--- config.mk ---
export PLATFORM = sky130hd
export DESIGN_NAME = event_sync_arbiter
export DESIGN_NICKNAME = d
export VERILOG_FILES = /design/src/rtl/event_sync_arbiter_pkg.sv /design/src/rtl/event_sync_channel.sv /design/src/rtl/event_sync_arbiter.sv
export SDC_FILE = /design/constraint.sdc
export NUM_CORES = 1
export LEC_CHECK = 0
export ABC_CLOCK_PERIOD_IN_PS = 2700
export BUFFER_PORTS_ARGS = -buffer_cell sky130_fd_sc_hd__buf_4
export CAP_MARGIN = 15
export CORE_MARGIN = 3
export CORE_UTILIZATION = 25
export CTS_CLUSTER_DIAMETER = 30
export DETAILED_ROUTE_END_ITERATION = 7
export MAX_ROUTING_LAYER = met4
export PLACE_DENSITY = 0.45
export SYNTH_ARGS = -nofsm -noshare
export SYNTH_HDL_FRONTEND = slang
export SYNTH_HIERARCHICAL = 1
export SYNTH_SLANG_ARGS = --single-unit
--- constraint.sdc ---
create_clock -name aclk -period 2.7 [get_ports aclk]
set_clock_uncertainty 0.2 [all_clocks]
set_input_delay 0.27 -clock aclk [delete_from_list [all_inputs] [get_ports aclk]]
set_output_delay 0.27 -clock aclk [all_outputs]
set_load 0.02 [all_outputs]
--- src/rtl/event_sync_arbiter_pkg.sv ---
// Shared constants and helpers for the asynchronous event synchroniser / round-robin arbiter slice.
package event_sync_arbiter_pkg;

  localparam int EVS_MAX_CH = 32;

  function automatic int evs_idx_w(input int n_ch);
    return (n_ch <= 1) ? 1 : $clog2(n_ch);
  endfunction

  localparam int EVS_IDX_W = evs_idx_w(EVS_MAX_CH);

  typedef logic [EVS_IDX_W-1:0] evs_idx_t;

endpackage

--- src/rtl/event_sync_channel.sv ---
// One input channel: STAGES-deep synchroniser, previous-value register and armed-gated rising-edge output.
module event_sync_channel
  import event_sync_arbiter_pkg::*;
#(
  parameter int STAGES = 2
) (
  input  logic aclk,
  input  logic areset,
  input  logic i_s,
  input  logic i_armed,
  output logic o_edge
);

  logic [STAGES-1:0] r_sync;
  logic              r_prev;
  logic              w_sq;

  assign w_sq = r_sync[STAGES-1];

  always_ff @(posedge aclk) begin
    // NOTE: the synchroniser flops are reset as well, so sq starts from a known 0 after reset.
    if (areset) begin
      r_sync <= '0;
      r_prev <= 1'b0;
    end else begin
      r_sync <= {r_sync[STAGES-2:0], i_s};
      r_prev <= w_sq;
    end
  end

  assign o_edge = w_sq & ~r_prev & i_armed;

endmodule

--- src/rtl/event_sync_arbiter.sv ---
// Synchronises N_CH asynchronous event lines, latches their rising edges and serialises them
// onto a single valid/ready stream through a round-robin arbiter.
module event_sync_arbiter
  import event_sync_arbiter_pkg::*;
#(
  parameter int N_CH   = 4,
  parameter int STAGES = 2
) (
  input  logic                       aclk,
  input  logic                       areset,
  input  logic [N_CH-1:0]            s,
  output logic                       ev_valid,
  input  logic                       ev_ready,
  output logic [evs_idx_w(N_CH)-1:0] ev_idx,
  output logic [N_CH-1:0]            ovr,
  input  logic [N_CH-1:0]            ovr_clr,
  output logic                       armed
);

  localparam int IDX_W = evs_idx_w(N_CH);
  localparam int ARM_W = $clog2(STAGES + 1);

  typedef logic [IDX_W-1:0] ch_idx_t;

  if (N_CH < 1 || N_CH > EVS_MAX_CH) begin : g_bad_n_ch
    $error("event_sync_arbiter: N_CH must be within 1..%0d", EVS_MAX_CH);
  end
  if (STAGES < 2) begin : g_bad_stages
    $error("event_sync_arbiter: STAGES must be at least 2");
  end

  logic [N_CH-1:0]  w_edge;
  logic [N_CH-1:0]  w_gnt_vec;
  logic [N_CH-1:0]  r_pend;
  logic [N_CH-1:0]  r_ovr;
  logic [ARM_W-1:0] r_arm_cnt;
  logic             r_armed;
  logic             r_valid;
  ch_idx_t          r_idx;
  ch_idx_t          r_ptr;
  ch_idx_t          w_gnt_idx;
  ch_idx_t          w_ptr_nxt;
  logic             w_gnt_any;
  logic             w_free;
  logic             w_grant;

  for (genvar g = 0; g < N_CH; g++) begin : g_ch
    event_sync_channel #(
      .STAGES (STAGES)
    ) u_ch (
      .aclk    (aclk),
      .areset  (areset),
      .i_s     (s[g]),
      .i_armed (r_armed),
      .o_edge  (w_edge[g])
    );
  end

  assign w_free = ~r_valid | ev_ready;

  // Two descending passes: channels below the pointer first, then those at or above it,
  // so the lowest pending channel at/above the pointer ends up winning with wrap-around.
  always_comb begin
    // NOTE: every output of this block gets a default first, so no path can infer a latch.
    w_gnt_any = 1'b0;
    w_gnt_idx = '0;
    w_gnt_vec = '0;
    for (int i = N_CH - 1; i >= 0; i--) begin
      if (r_pend[i] && (ch_idx_t'(i) < r_ptr)) begin
        w_gnt_any = 1'b1;
        w_gnt_idx = ch_idx_t'(i);
      end
    end
    for (int i = N_CH - 1; i >= 0; i--) begin
      if (r_pend[i] && (ch_idx_t'(i) >= r_ptr)) begin
        w_gnt_any = 1'b1;
        w_gnt_idx = ch_idx_t'(i);
      end
    end
    w_grant = w_free & w_gnt_any;
    for (int i = 0; i < N_CH; i++) begin
      w_gnt_vec[i] = w_grant && (w_gnt_idx == ch_idx_t'(i));
    end
    w_ptr_nxt = (w_gnt_idx == ch_idx_t'(N_CH - 1)) ? '0 : w_gnt_idx + ch_idx_t'(1);
  end

  always_ff @(posedge aclk) begin
    if (areset) begin
      r_arm_cnt <= '0;
      r_armed   <= 1'b0;
    end else if (!r_armed) begin
      if (r_arm_cnt == ARM_W'(STAGES)) begin
        r_armed <= 1'b1;
      end else begin
        r_arm_cnt <= r_arm_cnt + ARM_W'(1);
      end
    end
  end

  // An edge arriving in the cycle its own channel is granted is a fresh event and re-arms pending.
  always_ff @(posedge aclk) begin
    if (areset) begin
      r_pend <= '0;
      r_ovr  <= '0;
    end else begin
      r_pend <= w_edge | (r_pend & ~w_gnt_vec);
      r_ovr  <= (r_ovr & ~ovr_clr) | (w_edge & r_pend & ~w_gnt_vec);
    end
  end

  always_ff @(posedge aclk) begin
    if (areset) begin
      r_valid <= 1'b0;
      r_idx   <= '0;
      r_ptr   <= '0;
    end else if (w_free) begin
      r_valid <= w_gnt_any;
      if (w_gnt_any) begin
        r_idx <= w_gnt_idx;
        r_ptr <= w_ptr_nxt;
      end
    end
  end

  assign ev_valid = r_valid;
  assign ev_idx   = r_idx;
  assign ovr      = r_ovr;
  assign armed    = r_armed;

endmodule
**Word level (Yosys, flattened, before mapping)**

Cells that the tools add are included.

- Register bits after elaboration: 28
- Latch bits: 0
- RAM bits: 0
- Memory bits (read-only): 0
- Output and inout port bits: 8
- Memories: 0

- Add/subtract/negate cells: 2
- Multipliers: 0
- Divide/modulo/power cells: 0
- Order comparisons: 8
- Equal/unequal tests: 4
- Shift operators: 0
- Muxes and demuxes: 19
- Bitwise operators: 25
- Reductions and logical operators: 15

Operator list:

| operator | count |
|---|---|
| 2-bit two-way mux | 9 |
| 4-bit bitwise AND | 4 |
| 1-bit logical AND | 12 |
| 1-bit two-way mux | 10 |
| 1-bit bitwise AND | 9 |
| 4-bit NOT | 2 |
| 4-bit OR | 2 |
| 1-bit NOT | 7 |
| 2-bit == test, second input constant | 3 |
| 2-bit by 1-bit adder with 2-bit output, second input constant | 2 |
| 1-bit by 2-bit greater-or-equal comparator with 1-bit output, first input constant | 2 |
| 2-bit greater-or-equal comparator, first input constant | 2 |
| 1-bit by 2-bit less-than comparator with 1-bit output, first input constant | 2 |
| 2-bit less-than comparator, first input constant | 2 |
| 2-bit AND reduction | 2 |
| 2-bit by 1-bit == test with 1-bit output, second input constant | 1 |
| 2-bit logical NOT | 1 |
| 1-bit OR | 1 |

**Longest topological paths before layout**

- Word-level depth: 15
- Depth in mapped cells: 8
- Depth with buffers taken out: 8

**Modules after synthesis**

The synthesis kept the hierarchy.

Modules (own cells, without submodules):

| module | instances | cells each | area each (um2) | sequential area each (um2) |
|---|---|---|---|---|
| event_sync_arbiter | 1 | 83 | 721.9 | 320.3 |
| event_sync_channel | 4 | 7 | 87.6 | 60.1 |

**Least setup slack after synthesis**

No wires, ideal clock.

- Kind: reg-to-reg
- From: register r_pend[1]
- To: register r_ptr[0]
- Setup time: 0.071 ns
- Arrival: 1.560 ns
- Data required time: 2.429 ns
- Setup slack: 0.870 ns
- Cell stages (with the launch flop): 8
- Path buffers: 0
- Cell sequence: dfxtp_1 > nand2b_1 > a21oi_2 > o32ai_4 > inv_2 > ha_1 > or3_1 > a21oi_1

- Word-level cells in the longest chain between the ends: 9
- Elaborated cells on any way between the ends: 18
- Those cells by class: 1 x add/sub; 1 x eq/ne; 13 x mux; 3 x reduce/logical

Ends and longest elaborated chain:

| element | line | source |
|---|---|---|
| start: declaration | event_sync_arbiter.sv:34 | `logic [N_CH-1:0] r_pend;` |
| start signal: assignment | event_sync_arbiter.sv:106 | `r_pend <= w_edge \| (r_pend & ~w_gnt_vec);` |
| 1-bit logical AND | event_sync_arbiter.sv:69 | `if (r_pend[i] && (ch_idx_t'(i) < r_ptr)) begin` |
| 2-bit two-way mux (2 in series) | event_sync_arbiter.sv:69 |  |
| 2-bit two-way mux (2 in series) | event_sync_arbiter.sv:75 | `if (r_pend[i] && (ch_idx_t'(i) >= r_ptr)) begin` |
| 2-bit two-way mux * (2 in series) | event_sync_arbiter.sv:75 |  |
| net w_gnt_idx[1] | event_sync_arbiter.sv:41 | `ch_idx_t w_gnt_idx;` |
| 2-bit == test * | event_sync_arbiter.sv:84 | `w_ptr_nxt = (w_gnt_idx == ch_idx_t'(N_CH - 1)) ? '0 : w_gnt_idx + ch_idx_t'(1);` |
| 2-bit two-way mux * | event_sync_arbiter.sv:84 |  |
| end signal: assignment | event_sync_arbiter.sv:120 | `r_ptr <= w_ptr_nxt;` |
| end: declaration | event_sync_arbiter.sv:40 | `ch_idx_t r_ptr;` |

The timed path passes the listed nets; every way through them passes the cells marked *.
A chain may end at the register's enable or synchronous reset.

**Final worst setup path**

Ends and elaborated chain as after synthesis.

==> results.json <==
{
  "grt_pass1_wl_mm": 3.443,
  "leakagePower_uw": 0.0005685,
  "ys_seq_area_share_pct": 52.28,
  "vias_per_cell": 4.315,
  "holdPathStages": 2,
  "startpoint_type": "flip-flop",
  "port_buffers": 18,
  "crit_path_end_kind": "flip-flop",
  "antenna_found_initial": 0,
  "hold_violations": 0,
  "power_uw": 938.5,
  "final_cell_mix": "dfxtp_1 (28), buf_4 (18), nor2_1 (17)",
  "cts.sinks": 28,
  "routed-via-count": 794,
  "crit_type": "reg -> reg",
  "placed_cell_area_um2": 1262,
  "fin_area_um2": 1364,
  "grt_overflow_total": 0,
  "cts_buffers": 3,
  "netlist_instances": 111,
  "maxSlewViolCount": 0,
  "worstPathArrival_ps": 1970,
  "reg2reg_depth": 7,
  "crit_fanout": 5,
  "drt-pass1-iter-count": 2,
  "place_hpwl_mm": 1.478,
  "hp-class": "in -> reg",
  "nets": 149,
  "grtUsageTotal_pct": 8.749,
  "yosysWarnings": 6,
  "finalWirelength_mm": 1.997,
  "layout-drive-gt1-share_pct": 23.13,
  "start_util_pct": 26.43,
  "rsz0062_at_grt": "false",
  "grt_max_degree": 31,
  "tns_ps": 0,
  "area_growth_pct": 27.19,
  "fin_crit_sh_pct": 72.43,
  "syn_area_um2": 1072,
  "yosysUniqueCellTypes": 28,
  "grt_pass1_vias": 810,
  "synth_nets": 125,
  "rows": 23,
  "vdd_ir_drop_max_mv": 0.3154,
  "fillCellCount": 414,
  "gp_congestion": 0.7568,
  "drc": 0,
  "drv_cap": 0,
  "power_density_nw_per_um2": 688.1,
  "clk_pin_slew_ps": 90,
  "finalCriticalPeriod_ps": 1956,
  "setup_viol": 0,
  "critPathRequiredTime_ps": 2710,
  "cts_buffer_depth": 2,
  "core_um2": 4058,
  "relSlewSlack_pct": 76.47,
  "clk_latency_ps": 270,
  "num_io_pins": 19,
  "fmax_ghz": 0.5113,
  "htree_levels": 1,
  "die_area_um2": 5111,
  "wl_per_cell_um": 10.85,
  "clockRootBuffer": "clkbuf_8",
  "drt-initial-drc-count": 12,
  "worst_pin_slew_ps": 349.9,
  "antenna_cells": 0,
  "synth_area_per_cell_um2": 9.660,
  "ys_ff_latch": 28,
  "cts_tree": "done",
  "die_h_um": 71.49,
  "outcome": "completed",
  "die_w_um": 71.49,
  "detail-route-antenna-nets": 0,
  "layout_commonest_cell": "dfxtp_1"
}
==> repair_timing <==
action                                 in CTS  in global routing
resized for setup                           0                  0
hold buffers                                3                  0
buffers inserted                            0                  0
endpoints found under the hold margin       3                  0
setup endpoints to repair                   0                  0
==> path summary, 6_finish.rpt <==
| kind | end | slack [ps] | start |
|---|---|---|---|
| worst max-delay path | r_ptr[0] | 740 | r_pend[1] |
| worst min-delay path | g_ch[1].u_ch/r_sync[0] | 6 | s[1] |
| worst max register to register | r_ptr[0] | 740 | r_pend[1] |
| worst min register to register | ovr[1] | 240 | ovr[1] |
==> cell type report <==
cell class | instances | area, µm² | area share [%]
clock inverter | 1 | 30.03 | 2.202
inverter | 6 | 22.52 | 1.651
clock buffer | 3 | 41.29 | 3.028
tap | 50 | 62.56 | 4.587
multi-input combinational | 75 | 481.7 | 35.32
timing repair buffer | 21 | 165.2 | 12.11
sequential | 28 | 560.5 | 41.10
==> cell usage after synthesis <==
master	number	share of area, %
a31o_2	1	0.82
a21boi_0	1	0.70
o311ai_1	1	0.82
xnor2_1	1	0.82
o31ai_2	1	1.2
inv_2	3	1.1
a311oi_1	1	0.82
a211o_2	1	0.93
mux2i_1	1	0.93
o32ai_4	1	2.6
nor2_1	17	6.0
a41oi_1	1	0.82
a21oi_1	8	3.7
clkbuf_1	1	0.35
and3b_1	4	3.3
dfxtp_1	28	52
inv_1	3	1.1
and2b_2	1	0.82
or3_1	1	0.58
nand2_1	8	2.8
buf_1	1	0.35
o22ai_1	1	0.58
nor2b_1	16	9.3
a211oi_1	1	0.70
a21oi_2	1	0.82
o31ai_1	1	0.70
nand2b_1	3	1.8
ha_1	3	3.5
==> per-layer routing <==
| metal | share of wire, % | vias up | GRT usage [%] |
|---|---|---|---|
| li1 | - | 418 | - |
| met1 | 47 | 356 | 9.532 |
| met2 | 47 | 15 | 15.00 |
| met3 | 4.0 | 5 | 2.665 |
| met4 | 1.5 | 0 | 3.132 |
| met5 | 0 | - | - |
==> registers in the layout (all words and copies together) (netlist names) <==
name / flops
armed: 1
ev_idx: 2
ev_valid: 1
g_ch.u_ch/r_prev: 4
g_ch.u_ch/r_sync: 8
ovr: 4
r_arm_cnt: 2
r_pend: 4
r_ptr: 2
==> critical path, stage by stage (launching register included) <==
cell      delay [ps]
dfxtp_1          400
nand2b_1         160
a21oi_2           50
o32ai_4          320
inv_2             80
ha_1             190
or3_1            360
a21oi_1          130
==> power breakdown <==
| part | switching, µW | total, µW | leakage [µW] | internal, µW |
|---|---|---|---|---|
| registers | 22.3 | 468 | 0.000229 | 446 |
| logic | 73.6 | 145 | 0.000304 | 71.8 |
| clock network | 126 | 325 | 0.0000357 | 198 |
| total | 222 | 938 | 0.000569 | 716 |
==> cells by family after synthesis <==
family | after synthesis | synth area share, %
DFF | 28 | 52.28
muxes | 1 | 0.9335
buffers and inverters | 8 | 2.800
AOI/OAI and AO/OA | 20 | 15.17
xor gates and xnor gates | 1 | 0.8170
adders and majority gates | 3 | 3.501
and+or+nand+nor | 50 | 24.50
==> per-stage QoR <==
stage | hold WS [ps] | utilization, % | cells | setup slack [ps]
after CTS | 0.1258 | 33.61 | 184 | 730.8
after global placement | 219.3 | 31.11 | 177 | 792.1
final | 5.738 | 33.61 | 184 | 744.3
after global routing | 5.449 | 33.61 | 184 | 616.2
after detailed placement | 222.0 | 31.11 | 177 | 754.0
after floorplan | 141.6 | - | 111 | 869.9
No activity file was read; power rests on OpenSTA's default activity.
